File: src/rtl/trackball_emu_if.sv
// Signal bundle between the frame/input source (master) and the trackball emulator (slave).
interface trackball_emu_if;
    logic              strobe;
    logic              hold;
    logic signed [7:0] analog_x;
    logic signed [7:0] analog_y;
    logic              dig_left;
    logic              dig_right;
    logic              dig_up;
    logic              dig_down;
    logic [7:0]        pos_x;
    logic [7:0]        pos_y;
    logic              moving;

    modport master (
        output strobe, hold, analog_x, analog_y, dig_left, dig_right, dig_up, dig_down,
        input  pos_x, pos_y, moving
    );

    modport slave (
        input  strobe, hold, analog_x, analog_y, dig_left, dig_right, dig_up, dig_down,
        output pos_x, pos_y, moving
    );
endinterface

File: src/rtl/trackball_emu.sv
// Trackball counter emulation: analog stick / digital keys -> two 8-bit position counters, once per frame.
// Optional macro TRACKBALL_CLAMP_EN: saturating positions (0..255) with reset value 8'h80.
module trackball_emu #(
    parameter int DEADZONE     = 8,
    parameter int SHIFT        = 3,
    parameter int DIG_MAX_STEP = 8,
    parameter int ACCEL_FRAMES = 4
) (
    input logic            clk,
    input logic            reset_n,
    trackball_emu_if.slave bus
);
    localparam int HC_W = (ACCEL_FRAMES > 1) ? $clog2(ACCEL_FRAMES + 1) : 1;
    localparam logic signed [8:0] DZ       = 9'(DEADZONE);
    localparam logic [6:0]        MAX_STEP = 7'(DIG_MAX_STEP);
    localparam logic [HC_W-1:0]   HC_LAST  = HC_W'(ACCEL_FRAMES - 1);
`ifdef TRACKBALL_CLAMP_EN
    localparam logic [7:0] POS_RST = 8'h80;
`else
    localparam logic [7:0] POS_RST = 8'h00;
`endif

    typedef struct packed {
        logic signed [8:0] delta;
        logic [6:0]        step;
        logic [HC_W-1:0]   hcnt;
    } axis_t;

    // One axis, one frame: analog overrides digital when outside the deadzone.
    function automatic axis_t axis_update(input logic signed [8:0] a,
                                          input logic              plus,
                                          input logic              minus,
                                          input logic [6:0]        step,
                                          input logic [HC_W-1:0]   hcnt);
        axis_t             r;
        logic signed [8:0] mag;
        logic signed [8:0] shifted;
        r.delta = '0;
        r.step  = 7'd1;
        r.hcnt  = hcnt;
        mag     = a[8] ? -a : a;
        shifted = a >>> SHIFT;
        if (mag > DZ) begin
            if (shifted == '0)
                r.delta = a[8] ? -9'sd1 : 9'sd1;
            else
                r.delta = shifted;
        end else if (plus ^ minus) begin
            r.delta = plus ? $signed({2'b00, step}) : -$signed({2'b00, step});
            if (hcnt == HC_LAST) begin
                r.hcnt = '0;
                r.step = (step >= MAX_STEP) ? MAX_STEP : step + 7'd1;
            end else begin
                r.hcnt = hcnt + 1'b1;
                r.step = step;
            end
        end else begin
            r.hcnt = '0;
        end
        return r;
    endfunction

    function automatic logic [7:0] pos_next(input logic [7:0] pos, input logic signed [8:0] delta);
`ifdef TRACKBALL_CLAMP_EN
        logic signed [9:0] sum;
        sum = $signed({2'b00, pos}) + $signed({delta[8], delta});
        if (sum < 10'sd0)
            return 8'h00;
        else if (sum > 10'sd255)
            return 8'hFF;
        else
            return sum[7:0];
`else
        return pos + delta[7:0];
`endif
    endfunction

    logic              strobe_q, strobe_d;
    logic [7:0]        pos_x_q, pos_x_d;
    logic [7:0]        pos_y_q, pos_y_d;
    logic              moving_q, moving_d;
    logic [6:0]        step_x_q, step_x_d;
    logic [6:0]        step_y_q, step_y_d;
    logic [HC_W-1:0]   hcnt_x_q, hcnt_x_d;
    logic [HC_W-1:0]   hcnt_y_q, hcnt_y_d;
    logic              rise;
    logic signed [8:0] a_x;
    logic signed [8:0] a_y;
    axis_t             upd_x;
    axis_t             upd_y;

    // Y is negated so that stick-up counts upward; 9 bits keep -(-128) exact.
    assign a_x  = {bus.analog_x[7], bus.analog_x};
    assign a_y  = -{bus.analog_y[7], bus.analog_y};
    assign rise = bus.strobe & ~strobe_q & ~bus.hold;

    always_comb begin
        strobe_d = bus.strobe;
        pos_x_d  = pos_x_q;
        pos_y_d  = pos_y_q;
        moving_d = moving_q;
        step_x_d = step_x_q;
        step_y_d = step_y_q;
        hcnt_x_d = hcnt_x_q;
        hcnt_y_d = hcnt_y_q;
        upd_x    = axis_update(a_x, bus.dig_right, bus.dig_left, step_x_q, hcnt_x_q);
        upd_y    = axis_update(a_y, bus.dig_up, bus.dig_down, step_y_q, hcnt_y_q);
        if (rise) begin
            pos_x_d  = pos_next(pos_x_q, upd_x.delta);
            pos_y_d  = pos_next(pos_y_q, upd_y.delta);
            moving_d = (upd_x.delta != '0) | (upd_y.delta != '0);
            step_x_d = upd_x.step;
            step_y_d = upd_y.step;
            hcnt_x_d = upd_x.hcnt;
            hcnt_y_d = upd_y.hcnt;
        end
    end

    always_ff @(posedge clk or negedge reset_n) begin
        if (!reset_n) begin
            strobe_q <= 1'b0;
            pos_x_q  <= POS_RST;
            pos_y_q  <= POS_RST;
            moving_q <= 1'b0;
            step_x_q <= 7'd1;
            step_y_q <= 7'd1;
            hcnt_x_q <= '0;
            hcnt_y_q <= '0;
        end else begin
            strobe_q <= strobe_d;
            pos_x_q  <= pos_x_d;
            pos_y_q  <= pos_y_d;
            moving_q <= moving_d;
            step_x_q <= step_x_d;
            step_y_q <= step_y_d;
            hcnt_x_q <= hcnt_x_d;
            hcnt_y_q <= hcnt_y_d;
        end
    end

    assign bus.pos_x  = pos_x_q;
    assign bus.pos_y  = pos_y_q;
    assign bus.moving = moving_q;
endmodule
File: src/flat_wrapper.sv
// flat-port wrapper written by rule: the top's interface ports become plain ports
module trackball_emu_flat 
#(
    parameter int DEADZONE     = 8,
    parameter int SHIFT        = 3,
    parameter int DIG_MAX_STEP = 8,
    parameter int ACCEL_FRAMES = 4
)
  (clk, reset_n, bus_strobe, bus_hold, bus_analog_x, bus_analog_y, bus_dig_left, bus_dig_right, bus_dig_up, bus_dig_down, bus_pos_x, bus_pos_y, bus_moving);
  trackball_emu_if bus_i ();
  input logic clk;
  input logic reset_n;
  input wire logic [$bits(bus_i.strobe)-1:0] bus_strobe;
  input wire logic [$bits(bus_i.hold)-1:0] bus_hold;
  input wire logic [$bits(bus_i.analog_x)-1:0] bus_analog_x;
  input wire logic [$bits(bus_i.analog_y)-1:0] bus_analog_y;
  input wire logic [$bits(bus_i.dig_left)-1:0] bus_dig_left;
  input wire logic [$bits(bus_i.dig_right)-1:0] bus_dig_right;
  input wire logic [$bits(bus_i.dig_up)-1:0] bus_dig_up;
  input wire logic [$bits(bus_i.dig_down)-1:0] bus_dig_down;
  output wire logic [$bits(bus_i.pos_x)-1:0] bus_pos_x;
  output wire logic [$bits(bus_i.pos_y)-1:0] bus_pos_y;
  output wire logic [$bits(bus_i.moving)-1:0] bus_moving;
  assign bus_i.strobe = bus_strobe;
  assign bus_i.hold = bus_hold;
  assign bus_i.analog_x = bus_analog_x;
  assign bus_i.analog_y = bus_analog_y;
  assign bus_i.dig_left = bus_dig_left;
  assign bus_i.dig_right = bus_dig_right;
  assign bus_i.dig_up = bus_dig_up;
  assign bus_i.dig_down = bus_dig_down;
  assign bus_pos_x = bus_i.pos_x;
  assign bus_pos_y = bus_i.pos_y;
  assign bus_moving = bus_i.moving;
  trackball_emu #(.DEADZONE(DEADZONE), .SHIFT(SHIFT), .DIG_MAX_STEP(DIG_MAX_STEP), .ACCEL_FRAMES(ACCEL_FRAMES)) u_core (.clk(clk), .reset_n(reset_n), .bus(bus_i));
endmodule
File: config.mk
export PLATFORM = sky130hd
export DESIGN_NAME = trackball_emu_flat
export DESIGN_NICKNAME = d
export VERILOG_FILES = /design/src/rtl/trackball_emu_if.sv /design/src/rtl/trackball_emu.sv /design/src/flat_wrapper.sv
export SDC_FILE = /design/constraint.sdc
export NUM_CORES = 1
export LEC_CHECK = 0
export CAP_MARGIN = 20
export CORE_MARGIN = 3
export CORE_UTILIZATION = 52
export CTS_BUF_LIST = sky130_fd_sc_hd__clkbuf_2
export DETAILED_ROUTE_END_ITERATION = 10
export PLACE_DENSITY = 0.78
export SETUP_SLACK_MARGIN = 0.1
export SYNTH_ARGS = -nofsm -noshare
export SYNTH_HDL_FRONTEND = slang
export SYNTH_SLANG_ARGS = --single-unit
File: constraint.sdc
create_clock -name clk -period 3.2 [get_ports clk]
set_input_delay 0.64 -clock clk [delete_from_list [all_inputs] [get_ports clk]]
set_output_delay 0.64 -clock clk [all_outputs]
set_load 0.02 [all_outputs]
==> metrics.txt, run 1 <==
# TYPE chip_impl_metric gauge
chip_impl_metric{name="drive_above_1_share",unit="%"} 35.5
chip_impl_info{name="rsz0062_at_grt",value="true"} 1
chip_impl_metric{name="finalWeightedCongestion",unit=""} 0.977
chip_impl_metric{name="chipHeight",unit="um"} 85.5
chip_impl_metric{name="drtPass1Iterations",unit=""} 8
chip_impl_metric{name="vdd_drop_max",unit="mV"} 0.538
chip_impl_metric{name="routed_wl",unit="mm"} 11.3
chip_impl_info{name="synth_top_family_by_area",value="compound AO/OA/AOI/OAI gates"} 1
chip_impl_metric{name="dp.final_hpwl",unit="mm"} 6.82
chip_impl_metric{name="ys_ff_latch",unit=""} 38
chip_impl_metric{name="power_density",unit="nW/um^2"} 517
chip_impl_metric{name="initialDrtViolationCount",unit=""} 341
chip_impl_metric{name="maximum_clock_path_buffer_count",unit=""} 2
chip_impl_info{name="setup.worst_path.start_class",value="input pin"} 1
chip_impl_info{name="ys.flop_type",value="dfrtp_1"} 1
chip_impl_info{name="yosysTopAreaCell",value="dfrtp_1"} 1
chip_impl_metric{name="yosysUniqueCellTypes",unit=""} 60
chip_impl_info{name="rr_endpoint",value="u_core.bus.pos_x[6]$_DFFE_PN0P_"} 1
chip_impl_metric{name="maxSlewViolCount",unit=""} 0
chip_impl_info{name="status",value="finished with violations"} 1
chip_impl_metric{name="floorplan.io_pins",unit=""} 41
chip_impl_metric{name="worst-path-max-fanout",unit=""} 5
chip_impl_metric{name="synth_edf_count",unit=""} 0
chip_impl_metric{name="grt_pass1_vias",unit=""} 3424
chip_impl_metric{name="async_flop_share",unit="%"} 100
chip_impl_metric{name="fp-row-count",unit=""} 28
chip_impl_metric{name="placeable_core_area",unit="sq um"} 6030
chip_impl_metric{name="post-route-period-util",unit="%"} 119
chip_impl_metric{name="cp_data_arrival_time",unit="ps"} 4170
chip_impl_info{name="endpoint_kind",value="flip-flop"} 1
chip_impl_metric{name="mappedNetlistArea",unit="sq um"} 3290
chip_impl_metric{name="stdcell_area",unit="sq um"} 5000
chip_impl_metric{name="detail-route-antenna-nets",unit=""} 0
chip_impl_metric{name="postSynthNetCount",unit=""} 448
chip_impl_metric{name="syn_area_per_cell",unit="sq um"} 8.23
chip_impl_metric{name="cts_inserted_buffers",unit=""} 5
chip_impl_metric{name="grt_overflow",unit=""} 0
chip_impl_metric{name="post-route-drc-count",unit=""} 0
chip_impl_metric{name="synthXorXnorAreaFrac",unit="%"} 7.50
chip_impl_info{name="synth.top_cells.by_area",value="dfrtp_1 27%, ha_1 8.8%, nand2_1 5.4%"} 1
chip_impl_metric{name="timing.final.ws_setup",unit="ps"} -623
chip_impl_metric{name="r2r.worst_path.cells",unit=""} 12
chip_impl_info{name="criticalPathCategory",value="input pin to flip-flop"} 1
chip_impl_metric{name="synth_simple_gate_area_share",unit="%"} 23.6
chip_impl_metric{name="initial_core_util",unit="%"} 54.5
chip_impl_metric{name="placement.cell_area",unit="sq um"} 4500
chip_impl_metric{name="die_width",unit="um"} 85.5
chip_impl_metric{name="worst_slew_margin_rel",unit="%"} 39.8
chip_impl_metric{name="setup_viol_count_final",unit=""} 7
chip_impl_metric{name="placement.io_buffers",unit=""} 40
chip_impl_metric{name="finalCriticalPeriod",unit="ps"} 3820
chip_impl_metric{name="fp.dieArea",unit="sq um"} 7310
chip_impl_metric{name="post_drt_wl_per_cell",unit="um"} 18.5
chip_impl_metric{name="synth_mux_area_share",unit="%"} 0.609
chip_impl_info{name="violations",value="setup timing"} 1
chip_impl_info{name="rr_startpoint",value="u_core.step_x_q[0]$_DFFE_PN1P_"} 1
chip_impl_metric{name="pre_cts_ws",unit="ps"} -1500
chip_impl_metric{name="final-seq-area",unit="sq um"} 953
chip_impl_metric{name="synth_compound_area_share",unit="%"} 24.9
chip_impl_metric{name="route.detailed.vias_per_inst",unit=""} 6.21
chip_impl_metric{name="synth_adder_area_share",unit="%"} 9.98
chip_impl_info{name="mostFrequentLayoutCells",value="100 x buf_4, 44 x nand2_1, 36 x dfrtp_1, 28 x clkdlybuf4s50_1, 26 x nor2_1"} 1
chip_impl_metric{name="area_of_the_multi_input_gates",unit="sq um"} 2600
chip_impl_metric{name="grt_max_degree",unit=""} 39
chip_impl_info{name="layout_commonest_cell",value="buf_4"} 1
chip_impl_metric{name="reg2reg_setup_slack",unit="ps"} -40
chip_impl_metric{name="count_of_inserted_antenna_diode_cells",unit=""} 0
chip_impl_metric{name="tightestPinTransition",unit="ps"} 903
chip_impl_metric{name="clk_pin_slew_worst_paths",unit="ps"} 220
chip_impl_metric{name="final_nets",unit=""} 583
chip_impl_metric{name="ys_warn_count",unit=""} 0
chip_impl_info{name="cts_tree",value="built"} 1
chip_impl_metric{name="grt_antenna_before_repair",unit=""} 0
chip_impl_metric{name="area_delta_synth_final",unit="%"} 52.1
chip_impl_metric{name="timing.final.hold_violations",unit=""} 0
chip_impl_metric{name="fmaxAchievable",unit="MHz"} 262
chip_impl_metric{name="fill_cells",unit=""} 314
chip_impl_metric{name="cap_viol_max_count",unit=""} 0
chip_impl_metric{name="grt_pass1_wl",unit="mm"} 15.8
chip_impl_metric{name="seq_area_frac_synth",unit="%"} 29.0
chip_impl_metric{name="vias",unit=""} 3788
chip_impl_metric{name="grtUsageTotal",unit="%"} 26.7
chip_impl_metric{name="synth.top_cell.area_share",unit="%"} 27.4
chip_impl_metric{name="worstSkewPairLatency",unit="ps"} 420
chip_impl_info{name="cts_root_buf",value="clkbuf_2"} 1
chip_impl_metric{name="clkSinkCount",unit=""} 38
chip_impl_metric{name="cts-hold-fix-buffers",unit=""} 0
chip_impl_metric{name="cts-htree-levels",unit=""} 2
chip_impl_metric{name="p_leak",unit="nW"} 2.32
chip_impl_metric{name="data_required_time_at_the_worst_endpoint",unit="ps"} 3550
chip_impl_metric{name="final.setup_skew",unit="ps"} 28.4
chip_impl_metric{name="postSynthCellCount",unit=""} 399
chip_impl_info{name="worst_min_path_class",value="input pin to async pin"} 1
-- what timing repair did --
action	in CTS	in global routing
cloned	1	0
setup buffers	11	7
resized for setup	69	32
endpoints found under the hold margin	0	0
endpoints found under the setup margin	25	11
pin swaps	44	37
-- worst max-delay path, cell delays in order --
cell	delay, ps
buf_6	90
or4_4	570
nor2_8	140
buf_12	120
xor2_4	180
xnor2_1	90
o21ai_1	170
o2111ai_2	200
buf_6	200
a21oi_4	210
ha_4	240
a21o_1	180
a21oi_2	130
o21bai_1	90
a21oi_2	170
o21ai_2	90
or3_1	310
a21boi_1	130
nor2_1	70
xnor2_1	120
-- per-stage QoR --
stage / std cells / total power (W) / TNS (ps) / hold slack, ps / utilization [%]
CTS: 604 / 0.00237 / -1550 / 313 / 79.0
global route: 610 / 0.00272 / -3240 / 337 / 82.9
finish: 610 / 0.00258 / -2230 / 293 / 82.9
floorplan: 399 / 0.00139 / -3930 / 344 / -
detailed placement: 586 / 0.00201 / -20160 / 462 / 74.7
global placement: 586 / 0.00195 / -17440 / 456 / 74.7
-- worst max path at each step --
stage / start / end / slack, ps / depth (start not counted)
global route: bus_analog_y[3] / u_core.bus.pos_y[6]$_DFFE_PN0P_ / -770 / 21
detailed placement: bus_analog_y[1] / u_core.bus.pos_y[7]$_DFFE_PN0P_ / -1500 / 19
finish: bus_analog_y[0] / u_core.bus.pos_y[7]$_DFFE_PN0P_ / -620 / 20
CTS: bus_analog_y[3] / u_core.bus.pos_y[7]$_DFFE_PN0P_ / -630 / 20
floorplan: bus_analog_y[0] / u_core.bus.pos_y[7]$_DFFE_PN0P_ / -970 / 20
global placement: bus_analog_y[1] / u_core.bus.pos_y[7]$_DFFE_PN0P_ / -1380 / 19
-- metal layers --
layer,vias up,GRT usage [%],part of all wire (%)
met5,-,0,0
met3,59,5.09,8.0
li1,1717,-,-
met4,0,9.50,4.2
met2,214,44.7,48
met1,1798,34.5,39
-- sequential cells by signal, indices dropped and copies added (netlist names) --
name / cells
u_core.step_y_q: 7
u_core.step_x_q: 7
u_core.bus.pos_y: 8
u_core.bus.moving: 1
u_core.hcnt_x_q: 3
u_core.hcnt_y_q: 3
u_core.bus.pos_x: 8
u_core.strobe_q: 1
-- cell type report --
cell class,count,area share [%]
multi-input cells,327,52.0
clock inverters,3,0.325
flip-flops and latches,38,19.1
clock buffers,5,0.501
well taps,75,1.88
repair buffers,148,24.9
inverters,14,1.35
-- power by group --
group,leakage [nW],internal [W],switching [W],total [W]
clock,0.0264,0.0000497,0.000178,0.000228
combinational,1.80,0.000870,0.000772,0.00164
sequential,0.489,0.000580,0.000133,0.000713
total,2.32,0.00150,0.00108,0.00258
-- logic make-up after synthesis --
family,count (synthesis)
xor+xnor,26
flops,38
fa+ha+maj,25
simple gates,151
compound gates,123
mux,2
buf+inv,34
-- cells in the mapped netlist, types with 3 or more instances --
library cell / count
a211oi_1: 3
o31ai_1: 4
and2_1: 7
a22oi_1: 4
a31oi_1: 3
nor3_1: 16
nand2_1: 47
nor4_1: 10
dfrtp_1: 36
xnor2_1: 15
a22o_1: 6
a21oi_1: 23
o21ai_1: 4
ha_1: 23
a21o_1: 14
inv_1: 14
o21ai_0: 33
a221oi_1: 4
nand2b_1: 12
clkbuf_1: 14
nor2b_1: 8
nor2_1: 27
buf_2: 3
xor2_1: 10
o21bai_1: 3
nand3_1: 7
o41ai_1: 3
or3_1: 4
No activity file was read; power rests on OpenSTA's default activity.
==> run 2: changes to the inputs <==
--- a/config.mk
+++ b/config.mk
@@ -5,12 +5,13 @@
 export SDC_FILE = /design/constraint.sdc
 export NUM_CORES = 1
 export LEC_CHECK = 0
-export CAP_MARGIN = 20
+export CAP_MARGIN = 0
 export CORE_MARGIN = 3
 export CORE_UTILIZATION = 52
 export CTS_BUF_LIST = sky130_fd_sc_hd__clkbuf_2
 export DETAILED_ROUTE_END_ITERATION = 10
 export PLACE_DENSITY = 0.78
+export REMOVE_ABC_BUFFERS = 1
 export SETUP_SLACK_MARGIN = 0.1
 export SYNTH_ARGS = -nofsm -noshare
 export SYNTH_HDL_FRONTEND = slang
==> run 2 against run 1 <==
  * The flow still finishes with violations (setup timing)
  * Final area up 0.63%
  * Highest routed layer unchanged
  * Sequential share of layout area down 0.12 points
  * Via count up 5.9%
  * Fmax down 8.3%
  * Clock skew up 3.6 ps
==> metrics.txt, run 2 (synthesis results as in run 1) <==
# TYPE chip_impl_metric gauge
chip_impl_metric{name="cts-htree-levels",unit=""} 2
chip_impl_metric{name="tightestPinTransition",unit="ps"} 934
chip_impl_metric{name="routed_wl",unit="mm"} 12.9
chip_impl_metric{name="die_width",unit="um"} 85.5
chip_impl_metric{name="grt_overflow",unit=""} 0
chip_impl_metric{name="clkSinkCount",unit=""} 38
chip_impl_metric{name="timing.final.ws_setup",unit="ps"} -970
chip_impl_metric{name="power.sequential.fraction",unit="%"} 26.8
chip_impl_metric{name="dp.final_hpwl",unit="mm"} 6.87
chip_impl_metric{name="worstSkewPairLatency",unit="ps"} 420
chip_impl_metric{name="placement.io_buffers",unit=""} 40
chip_impl_metric{name="crit_path_max_incr_delay",unit="ps"} 570
chip_impl_metric{name="count_of_inserted_antenna_diode_cells",unit=""} 0
chip_impl_metric{name="final_cell_count_no_fill",unit=""} 612
chip_impl_metric{name="data_required_time_at_the_worst_endpoint",unit="ps"} 3510
chip_impl_metric{name="drive_above_1_share",unit="%"} 37.1
chip_impl_metric{name="chipHeight",unit="um"} 85.5
chip_impl_metric{name="tns",unit="ps"} -4000
chip_impl_metric{name="cts-hold-fix-buffers",unit=""} 0
chip_impl_metric{name="fill_cells",unit=""} 319
chip_impl_metric{name="vias",unit=""} 4011
chip_impl_metric{name="maximum_clock_path_buffer_count",unit=""} 2
chip_impl_metric{name="timing.final.hold_violations",unit=""} 0
chip_impl_metric{name="p_leak",unit="nW"} 2.33
chip_impl_info{name="endpoint_kind",value="flip-flop"} 1
chip_impl_metric{name="numPlacedInstances",unit=""} 582
chip_impl_info{name="worst_min_path_class",value="input pin to async pin"} 1
chip_impl_metric{name="cts_inserted_buffers",unit=""} 5
chip_impl_metric{name="detailroute.wirelength.met3",unit="mm"} 1.17
chip_impl_metric{name="worst-path-max-fanout",unit=""} 7
chip_impl_metric{name="final_nets",unit=""} 586
chip_impl_info{name="worst_path_max_delay_cell",value="or4_4"} 1
chip_impl_metric{name="share_clk_of_total_power",unit="%"} 8.4
chip_impl_metric{name="share_comb_of_total_power",unit="%"} 64.8
chip_impl_metric{name="setup_viol_count_final",unit=""} 11
chip_impl_info{name="critical_path.cell_chain",value="buf_6 -> or4_4 -> o22a_1 -> nor2_1 -> o21ai_1 -> a221oi_2 -> o2111ai_2 -> buf_6 -> buf_8 -> a211oi_4 -> a21oi_2 -> ha_1 -> inv_2 -> o21bai_1 -> a21oi_2 -> o21ai_2 -> buf_4 -> buf_4 -> nand3_1 -> a21oi_2 -> nor2_1 -> xnor2_1"} 1
chip_impl_metric{name="power_density",unit="nW/um^2"} 527
chip_impl_metric{name="grt_antenna_before_repair",unit=""} 0
chip_impl_metric{name="floorplan.io_pins",unit=""} 41
chip_impl_metric{name="detail-route-antenna-nets",unit=""} 0
chip_impl_metric{name="post-route-drc-count",unit=""} 0
chip_impl_info{name="dr.max_layer_used",value="met4"} 1
chip_impl_metric{name="met2_length",unit="mm"} 6.17
chip_impl_metric{name="utilization",unit="%"} 83.5
chip_impl_metric{name="finalWeightedCongestion",unit=""} 0.926
chip_impl_info{name="cts_root_buf",value="clkbuf_2"} 1
chip_impl_metric{name="cp_data_arrival_time",unit="ps"} 4480
chip_impl_metric{name="initialDrtViolationCount",unit=""} 350
chip_impl_metric{name="finalCriticalPeriod",unit="ps"} 4170
chip_impl_info{name="setup.worst_path.start_class",value="input pin"} 1
chip_impl_metric{name="cap_viol_max_count",unit=""} 0
chip_impl_metric{name="grt_pass1_wl",unit="mm"} 18.2
chip_impl_metric{name="switching_share",unit="%"} 42.4
chip_impl_info{name="mostFrequentLayoutCells",value="96 x buf_4, 44 x nand2_1, 36 x dfrtp_1, 29 x clkdlybuf4s50_1, 25 x nor2_1"} 1
chip_impl_metric{name="fp.dieArea",unit="sq um"} 7310
chip_impl_metric{name="power.net_switching",unit="W"} 0.00112
chip_impl_metric{name="final.setup_skew",unit="ps"} 32.0
chip_impl_metric{name="maxSlewViolCount",unit=""} 0
chip_impl_metric{name="drt-met1-wl",unit="mm"} 4.82
chip_impl_metric{name="p_int",unit="W"} 0.00153
chip_impl_metric{name="post_drt_wl_per_cell",unit="um"} 21.1
chip_impl_metric{name="post-route-period-util",unit="%"} 130
chip_impl_info{name="violations",value="setup timing"} 1
chip_impl_metric{name="fmaxAchievable",unit="MHz"} 240
chip_impl_metric{name="grt_max_degree",unit=""} 39
chip_impl_info{name="critPathMostFrequentCell",value="a21oi_2"} 1
chip_impl_metric{name="grtUsageTotal",unit="%"} 30.6
chip_impl_info{name="layout_commonest_cell",value="buf_4"} 1
chip_impl_metric{name="route.detailed.vias_per_inst",unit=""} 6.55
chip_impl_metric{name="grt_pass1_vias",unit=""} 3849
chip_impl_metric{name="initial_core_util",unit="%"} 54.5
chip_impl_info{name="status",value="finished with violations"} 1
chip_impl_metric{name="vdd_drop_max",unit="mV"} 0.497
chip_impl_metric{name="drtPass1Iterations",unit=""} 6
chip_impl_metric{name="fp-row-count",unit=""} 28
chip_impl_metric{name="clk_pin_slew_worst_paths",unit="ps"} 230
chip_impl_info{name="criticalPathCategory",value="input pin to flip-flop"} 1
chip_impl_info{name="cts_tree",value="built"} 1
chip_impl_metric{name="area_delta_synth_final",unit="%"} 53.0
chip_impl_metric{name="placeable_core_area",unit="sq um"} 6030
chip_impl_metric{name="worst_slew_margin_rel",unit="%"} 37.8
chip_impl_info{name="rsz0062_at_grt",value="true"} 1
## run 2: stage by stage
step | hold WS, ps | total power [W] | cell area, sq um | setup WS [ps]
4_1_cts | 344 | 0.00240 | 4800 | -687
2_1_floorplan | 344 | 0.00132 | 3200 | -1760
3_5_place_dp | 471 | 0.00194 | 4360 | -1620
3_3_place_gp | 458 | 0.00189 | 4360 | -1460
6_report | 335 | 0.00265 | 5030 | -970
5_1_grt | 384 | 0.00277 | 5030 | -1120
## run 2: routing by layer
metal / vias up / GRT usage [%]
li1: 1724 / -
met1: 1894 / 36.3
met2: 299 / 51.5
met3: 94 / 6.53
met4: 0 / 17.0
met5: - / 0
## run 2: repair_timing
action | 4_1_cts | 5_1_grt
pin swaps | 51 | 41
resized for setup | 105 | 38
setup buffers | 23 | 9
endpoints found under the hold margin | 0 | 0
endpoints found under the setup margin | 24 | 11
## run 2: final timing paths
path / from / endpoint / slack, ps / cells after the start
min in group clk: u_core.hcnt_x_q[1]$_DFFE_PN0P_ / u_core.hcnt_x_q[1]$_DFFE_PN0P_ / 520 / 2
min reg2reg: u_core.hcnt_x_q[1]$_DFFE_PN0P_ / u_core.hcnt_x_q[1]$_DFFE_PN0P_ / 520 / 2
max reg2reg: u_core.step_y_q[0]$_DFFE_PN1P_ / u_core.bus.pos_y[7]$_DFFE_PN0P_ / 10 / 14
max in group asynchronous: reset_n / u_core.hcnt_x_q[0]$_DFFE_PN0P_ / 2280 / 1
min: reset_n / u_core.bus.pos_y[4]$_DFFE_PN0P_ / 340 / 1
max: bus_analog_y[4] / u_core.bus.pos_y[7]$_DFFE_PN0P_ / -970 / 22
## run 2: layout make-up
type | instances | area [sq um] | area share (%)
timing repair buffer | 151 | 1300 | 25.8
inverter | 14 | 57.6 | 1.14
tap | 75 | 93.8 | 1.87
multi-input combinational | 327 | 2590 | 51.6
sequential | 38 | 953 | 19.0
clock buffer | 6 | 30.0 | 0.597
clock inverter | 1 | 3.75 | 0.0746
## run 2: power by group through the flow
stage	Combinational [W]	Clock [W]	Sequential, W
final	0.00172	0.000223	0.000709
after floorplan	0.000536	0	0.000787
after CTS	0.00148	0.000224	0.000688
after global routing	0.00182	0.000238	0.000717
after detailed placement	0.00125	0	0.000695
after global placement	0.00120	0	0.000690
## run 2: worst max-delay path, delay by kind of cell
| kind | cells | cell delay, ps |
|---|---|---|
| AOI/OAI and AO/OA | 10 | 1780 |
| xor gates and xnor gates | 1 | 120 |
| adders and majority gates | 1 | 310 |
| buffers and inverters | 6 | 730 |
| and+or+nand+nor | 4 | 880 |
